File: config.mk
export PLATFORM = sky130hd
export DESIGN_NAME = multi_chan_ema_detector
export DESIGN_NICKNAME = d
export VERILOG_FILES = /design/src/rtl/agc_pkg.sv /design/src/rtl/mag_estimator.sv /design/src/rtl/multi_chan_ema_detector.sv
export SDC_FILE = /design/constraint.sdc
export NUM_CORES = 2
export LEC_CHECK = 0
export CAP_MARGIN = 5
export CORE_MARGIN = 10
export CORE_UTILIZATION = 60
export DETAILED_ROUTE_END_ITERATION = 10
export PLACE_DENSITY = 0.87
export SKIP_LAST_GASP = 1
export SLEW_MARGIN = 40
export SYNTH_ARGS = -nofsm -noshare
export SYNTH_HDL_FRONTEND = slang
export SYNTH_SLANG_ARGS = --single-unit
File: constraint.sdc
create_clock -name clk -period 29.8 [get_ports clk]
set_clock_uncertainty 0.05 [all_clocks]
set_input_delay 7.45 -clock clk [delete_from_list [all_inputs] [get_ports clk]]
set_output_delay 7.45 -clock clk [all_outputs]
set_load 0.05 [all_outputs]
File: src/rtl/agc_pkg.sv
// Shared definitions for the multi-channel EMA magnitude detector.
package agc_pkg;

    typedef enum logic {
        MAG_SUM    = 1'b0,
        MAG_MAXMIN = 1'b1
    } mag_mode_e;

    localparam int PIPE_LATENCY = 4;

endpackage

File: src/rtl/mag_estimator.sv
// Combinational magnitude estimate of a signed I/Q pair: |I|+|Q| or max+min/2.
module mag_estimator
    import agc_pkg::*;
#(
    parameter int W = 27
) (
    input  logic signed [W-1:0] i_a,
    input  logic signed [W-1:0] i_b,
    input  mag_mode_e           i_mode,
    output logic        [W:0]   o_mag
);

    logic [W-1:0] w_abs_a;
    logic [W-1:0] w_abs_b;
    logic [W-1:0] w_max;
    logic [W-1:0] w_min;

    // Negating the most negative value yields 2^(W-1), which is exact as unsigned W bits.
    always_comb begin
        w_abs_a = i_a[W-1] ? -i_a : i_a;
        w_abs_b = i_b[W-1] ? -i_b : i_b;
        w_max   = (w_abs_a >= w_abs_b) ? w_abs_a : w_abs_b;
        w_min   = (w_abs_a >= w_abs_b) ? w_abs_b : w_abs_a;
        if (i_mode == MAG_MAXMIN) begin
            o_mag = {1'b0, w_max} + {1'b0, w_min >> 1};
        end else begin
            o_mag = {1'b0, w_abs_a} + {1'b0, w_abs_b};
        end
    end

endmodule

File: src/rtl/multi_chan_ema_detector.sv
// Time-multiplexed I/Q magnitude detector with a per-channel exponential moving average.
// Pipeline: S1 capture, S2 gain multiply, S3 magnitude, S4 EMA update with per-channel state.
module multi_chan_ema_detector
    import agc_pkg::*;
#(
    parameter int N_CH   = 4,
    parameter int W_IN   = 16,
    parameter int W_GAIN = 10,
    parameter int BWIDTH = 18,
    parameter int W_OUT  = 48,
    localparam int CW    = (N_CH > 1) ? $clog2(N_CH) : 1
) (
    input  logic                     clk,
    input  logic                     rst,
    input  logic signed [W_IN-1:0]   s_chans_dataI,
    input  logic signed [W_IN-1:0]   s_chans_dataQ,
    input  logic        [CW-1:0]     s_chans_chan,
    input  logic                     s_chans_valid,
    input  logic        [W_GAIN-1:0] gain,
    input  logic                     mag_mode,
    input  logic        [BWIDTH-1:0] Filter_Coefficient,
    input  logic                     clear,
    output logic                     Valid_Out,
    output logic        [CW-1:0]     Chan_Out,
    output logic        [W_OUT-1:0]  Output
);

    localparam int          W_P   = W_IN + W_GAIN + 1;
    localparam int          W_X   = W_P + 1;
    localparam int          W_E   = W_OUT + BWIDTH + 2;
    localparam logic [CW:0] NCH_L = (CW+1)'(N_CH);

    if (W_OUT < W_IN + W_GAIN + 2) begin : g_bad_width
        $error("W_OUT must be at least W_IN+W_GAIN+2");
    end

    logic                     r1_valid, r2_valid, r3_valid;
    logic        [CW-1:0]     r1_chan, r2_chan, r3_chan;
    logic signed [W_IN-1:0]   r1_i, r1_q;
    logic        [W_GAIN-1:0] r1_gain;
    mag_mode_e                r1_mode, r2_mode;
    logic        [BWIDTH-1:0] r1_k, r2_k, r3_k;
    logic signed [W_P-1:0]    r2_pi, r2_pq;
    logic        [W_X-1:0]    r3_x;

    logic                     w_chan_ok;
    logic signed [W_P-1:0]    w_i_ext, w_q_ext, w_g_ext;
    logic        [W_X-1:0]    w_x;

    assign w_chan_ok = ({1'b0, s_chans_chan} < NCH_L);
    assign w_i_ext   = W_P'(r1_i);
    assign w_q_ext   = W_P'(r1_q);
    assign w_g_ext   = W_P'({1'b0, r1_gain});

    always_ff @(posedge clk or posedge rst) begin
        if (rst) begin
            r1_valid <= 1'b0;
            r2_valid <= 1'b0;
            r3_valid <= 1'b0;
        end else begin
            r1_valid <= s_chans_valid && w_chan_ok;
            r2_valid <= r1_valid;
            r3_valid <= r2_valid;
        end
    end

    // Controls travel with the sample so mid-stream changes only affect later samples.
    always_ff @(posedge clk) begin
        r1_chan <= s_chans_chan;
        r1_i    <= s_chans_dataI;
        r1_q    <= s_chans_dataQ;
        r1_gain <= gain;
        r1_mode <= mag_mode_e'(mag_mode);
        r1_k    <= Filter_Coefficient;

        r2_chan <= r1_chan;
        r2_pi   <= w_i_ext * w_g_ext;
        r2_pq   <= w_q_ext * w_g_ext;
        r2_mode <= r1_mode;
        r2_k    <= r1_k;

        r3_chan <= r2_chan;
        r3_x    <= w_x;
        r3_k    <= r2_k;
    end

    mag_estimator #(
        .W      (W_P)
    ) u_mag (
        .i_a    (r2_pi),
        .i_b    (r2_pq),
        .i_mode (r2_mode),
        .o_mag  (w_x)
    );

    logic        [W_OUT-1:0] w_y [N_CH];
    logic        [N_CH-1:0]  w_p;
    logic        [W_OUT-1:0] w_y_cur;
    logic        [W_OUT-1:0] w_x_ext;
    logic                    w_primed;
    logic signed [W_OUT:0]   w_diff;
    logic signed [W_E-1:0]   w_diff_ext, w_k_ext, w_prod;
    logic        [W_OUT-1:0] w_ema;
    logic        [W_OUT-1:0] w_result;

    // State is read combinationally in S4, so a back-to-back update sees the fresh value.
    always_comb begin
        w_y_cur    = w_y[r3_chan];
        w_x_ext    = W_OUT'(r3_x);
        w_primed   = w_p[r3_chan] && !clear;
        w_diff     = $signed({1'b0, w_x_ext}) - $signed({1'b0, w_y_cur});
        w_diff_ext = W_E'(w_diff);
        w_k_ext    = W_E'({1'b0, r3_k});
        w_prod     = w_k_ext * w_diff_ext;
        w_ema      = w_y_cur + W_OUT'(w_prod >>> BWIDTH);
        w_result   = w_primed ? w_ema : w_x_ext;
    end

    for (genvar gi = 0; gi < N_CH; gi++) begin : g_chan
        logic             w_wr;
        logic [W_OUT-1:0] r_y;
        logic             r_p;

        assign w_wr = r3_valid && (r3_chan == CW'(gi));

        // An update coinciding with clear still leaves its own channel primed.
        always_ff @(posedge clk or posedge rst) begin
            if (rst) begin
                r_y <= '0;
                r_p <= 1'b0;
            end else if (w_wr) begin
                r_y <= w_result;
                r_p <= 1'b1;
            end else if (clear) begin
                r_p <= 1'b0;
            end
        end

        assign w_y[gi] = r_y;
        assign w_p[gi] = r_p;
    end

    always_ff @(posedge clk or posedge rst) begin
        if (rst) begin
            Valid_Out <= 1'b0;
            Chan_Out  <= '0;
            Output    <= '0;
        end else begin
            Valid_Out <= r3_valid;
            if (r3_valid) begin
                Chan_Out <= r3_chan;
                Output   <= w_result;
            end
        end
    end

endmodule
==> out/results.ini <==
[run_status]
outcome=finished clean

[critical_path]
worstSetupEndpointType=flop
slowest_delay_ns=0.73
critPathRequiredTime_ns=30.31
critical_path_arrival_ns=14.88
rr_startpoint=r3_chan[1]$_DFF_P_
cell_with_the_biggest_individual_delay_on_the_critical_path=sky130_fd_sc_hd__a2111oi_0
reg_to_reg_setup_timing_slack_ns=15.43
r2r-end=g_chan[3].r_y[45]$_DFFE_PP0P_
worst_path_most_repeated_cell=sky130_fd_sc_hd__fa_1
setup.worst_path.class=reg2reg
path_max_fanout=19
cell_count_of_the_worst_reg_to_reg_path=45
setup.worst_path.start_class=flop

[placed_design]
dpl_wire_length_mm=131
place.gp.congestion=0.995
port_buffers=117

[global_route]
overflow=0
grt_max_degree=89
grtUsageTotal_pct=29.5
grt_antenna_before_repair=2
vias_in_the_first_global_route=53799
grt_pass1_wl_mm=285

[floorplan]
std_cell_rows=119
ios=118
die_height_um=347
initial_standard_cell_utilization_of_the_core_pct=60.7
die_w_um=347
coreArea_mm2=0.106
die_ar_mm2=0.120

[synth]
number_of_distinct_library_cells_after_synthesis=80
post_synth_most_frequent_cells=sky130_fd_sc_hd__inv_1, sky130_fd_sc_hd__fa_1, sky130_fd_sc_hd__nand2_1
most_frequently_used_cell_type_in_the_post_synthesis_netlist=sky130_fd_sc_hd__inv_1
netlist_top_cells_area=sky130_fd_sc_hd__fa_1, sky130_fd_sc_hd__dfrtp_1, sky130_fd_sc_hd__inv_1
synthesis.area_mm2=0.0641
synth_top_area_share_pct=34.7
synth-async-reset-ratio_pct=57.3
post_synth.cell_area_avg_um2=9.06
synth_area_leader_cell=sky130_fd_sc_hd__fa_1
ys_dominant_reg_cell=sky130_fd_sc_hd__dfrtp_1
postSynthNetCount=8686
seq_area_frac_synth_pct=15.6
synth.ff_latch_count=436
synth_edf_count=0
netlist_instances=7076
ys_warn_count=0

[detailed_routing]
routed-via-count=49592
first_iter_violations=4537
wl_per_instance_um=20.5
drc=0
firstDrtPassIters=9
antenna_violating_nets_post_route=0
routed_wirelength_mm=173
routed_via_density=5.86

[sta]
worst-slew-pin-transition_ns=0.827
final_max_tran_viols=0
setup_total_negative_slack_ns=0
worst_slew_margin_rel_pct=44.3
rsz0062_at_grt=no
finalSetupViolations=0
fmax_mhz=69.6
fin_crit_ns=14.37
timing.final.hold_violations=0
timing.final.crit_share_pct=48.2

[clocking]
post_cts_resized=0
tritoncts=done
max-clock-path-buffers=3
clock_tree.root_cell=sky130_fd_sc_hd__clkbuf_16
tritoncts.num_buffers=47
postCtsSetupBuffers=0
hold_fix_buffers_cts=0
worst_skew_pair.late_latency_ns=0.69
clkSinkCount=436
cts.clk_slew.worst_paths_ns=0.06
h_tree_levels=2

[final_layout]
num-fill-cells=8079
area.growth.synth_to_final_pct=6.72
nNetsFinal=8637
post_route_cells_drive_above_1_share_pct=4.09

[min_path]
whs_path_depth=0
hold_path.startpoint=r1_k[13]$_DFF_P_
worstHoldEndpoint=r2_k[13]$_DFF_P_
timing.hold.worst.class=reg2reg

[run]
max_cap_viol_count=0

placed cells by master (no fill, tap or decap), types with 25 or more instances in the layout:
| master | Yosys | final |
|---|---|---|
| sky130_fd_sc_hd__o211ai_1 | 25 | 25 |
| sky130_fd_sc_hd__mux4_2 | 48 | 48 |
| sky130_fd_sc_hd__a21oi_1 | 222 | 221 |
| sky130_fd_sc_hd__a211oi_1 | 27 | 26 |
| sky130_fd_sc_hd__nor2b_1 | 59 | 59 |
| sky130_fd_sc_hd__a21o_1 | 70 | 70 |
| sky130_fd_sc_hd__fa_1 | 1110 | 1110 |
| sky130_fd_sc_hd__nand2_1 | 888 | 888 |
| sky130_fd_sc_hd__inv_1 | 1449 | 1448 |
| sky130_fd_sc_hd__or3_1 | 26 | 25 |
| sky130_fd_sc_hd__o31ai_1 | 39 | 38 |
| sky130_fd_sc_hd__and2_1 | 644 | 644 |
| sky130_fd_sc_hd__nor3_1 | 50 | 49 |
| sky130_fd_sc_hd__buf_4 | 0 | 79 |
| sky130_fd_sc_hd__xor2_1 | 132 | 127 |
| sky130_fd_sc_hd__o21bai_1 | 31 | 31 |
| sky130_fd_sc_hd__dfxtp_1 | 186 | 174 |
| sky130_fd_sc_hd__dfrtp_1 | 250 | 249 |
| sky130_fd_sc_hd__mux2i_1 | 63 | 62 |
| sky130_fd_sc_hd__nand3_1 | 40 | 39 |
| sky130_fd_sc_hd__nand2b_1 | 35 | 35 |
| sky130_fd_sc_hd__nor2_1 | 188 | 187 |
| sky130_fd_sc_hd__clkdlybuf4s50_1 | 0 | 117 |
| sky130_fd_sc_hd__xnor2_1 | 153 | 152 |
| sky130_fd_sc_hd__o21ai_0 | 328 | 328 |
| sky130_fd_sc_hd__clkbuf_16 | 0 | 49 |
| sky130_fd_sc_hd__o21a_1 | 36 | 36 |
| sky130_fd_sc_hd__ha_1 | 433 | 433 |
final cells by class:
cell class              instances  area [um2]  share of cell area (%)
multi-input cells            4889       47700                    69.7
diodes                          2        5.00                 0.00731
inverters                    1450        5450                    7.96
clock inverters                30         365                   0.534
repair buffers                203        1860                    2.72
clock buffers                  58        1310                    1.91
well taps                    1391        1740                    2.54
flip-flops and latches        436       10000                    14.6
sequential cells by signal, indices dropped and copies added (netlist names), 10 cells and up:
| signal | cells |
|---|---|
| r1_q | 16 |
| r3_k | 18 |
| g_chan.r_y | 192 |
| r2_pq | 27 |
| r1_k | 18 |
| r3_x | 28 |
| r2_pi | 27 |
| r1_i | 16 |
| r2_k | 18 |
| r1_gain | 10 |
| Output | 48 |
metal layers:
metal | up-vias | wire length [um] | share of wire, % | track usage, %
li1 | 21637 | - | - | -
met5 | - | 24 | 0.014 | 0
met3 | 541 | 18800 | 11 | 7.84
met2 | 2549 | 80700 | 47 | 47.5
met4 | 4 | 7290 | 4.2 | 11.6
met1 | 24861 | 66700 | 38 | 37.7
kinds of logic (layout without fill, tap and decap cells):
group	count (synthesis)	count (layout)	synth area share, %
fa+ha+maj	1543	1543	43.1
compound gates	912	912	8.75
flops	436	436	15.6
simple gates	2031	2031	15.6
buf+inv	1751	1741	10.3
mux	117	117	2.77
other cells	0	2	0
xor+xnor	286	286	3.92
worst max-delay path, delay by kind of cell (launching register included):
family	cells	cell delay [ns]
buffers and inverters	5	0.49
flip-flops	1	0.71
AND/OR/NAND/NOR	8	1.82
XOR/XNOR	3	0.44
multiplexers	1	0.63
AO/OA/AOI/OAI	18	5.79
adder cells (fa/ha/maj)	10	4.30
through the flow:
step / setup WS [ns] / cells / area (um2) / hold WS (ns) / utilization (%)
floorplan: 15.43 / 7076 / 64100 / 0.260 / -
global placement: 15.89 / 8367 / 66600 / 0.259 / 63.0
detailed placement: 15.65 / 8369 / 66700 / 0.262 / 63.1
CTS: 15.60 / 8457 / 68400 / 0.248 / 64.7
global route: 14.65 / 8457 / 68400 / 0.252 / 64.7
finish: 15.43 / 8459 / 68400 / 0.232 / 64.7
worst max path at each step:
stage	from	endpoint	slack [ns]	depth (start not counted)
after floorplan	rst	Chan_Out[0]$_DFFE_PP0P_	15.43	1
after global placement	r3_chan[0]$_DFF_P_	g_chan[3].r_y[47]$_DFFE_PP0P_	15.89	48
after detailed placement	r3_chan[0]$_DFF_P_	Output[45]$_DFFE_PP0P_	15.65	46
after CTS	r3_chan[0]$_DFF_P_	g_chan[3].r_y[45]$_DFFE_PP0P_	15.60	46
after global routing	r3_chan[1]$_DFF_P_	g_chan[2].r_y[43]$_DFFE_PP0P_	14.65	45
final	r3_chan[1]$_DFF_P_	g_chan[3].r_y[45]$_DFFE_PP0P_	15.43	45
Power is not shown: default switching activity piles up to over one toggle a cycle in this logic, so the estimate is an artifact.
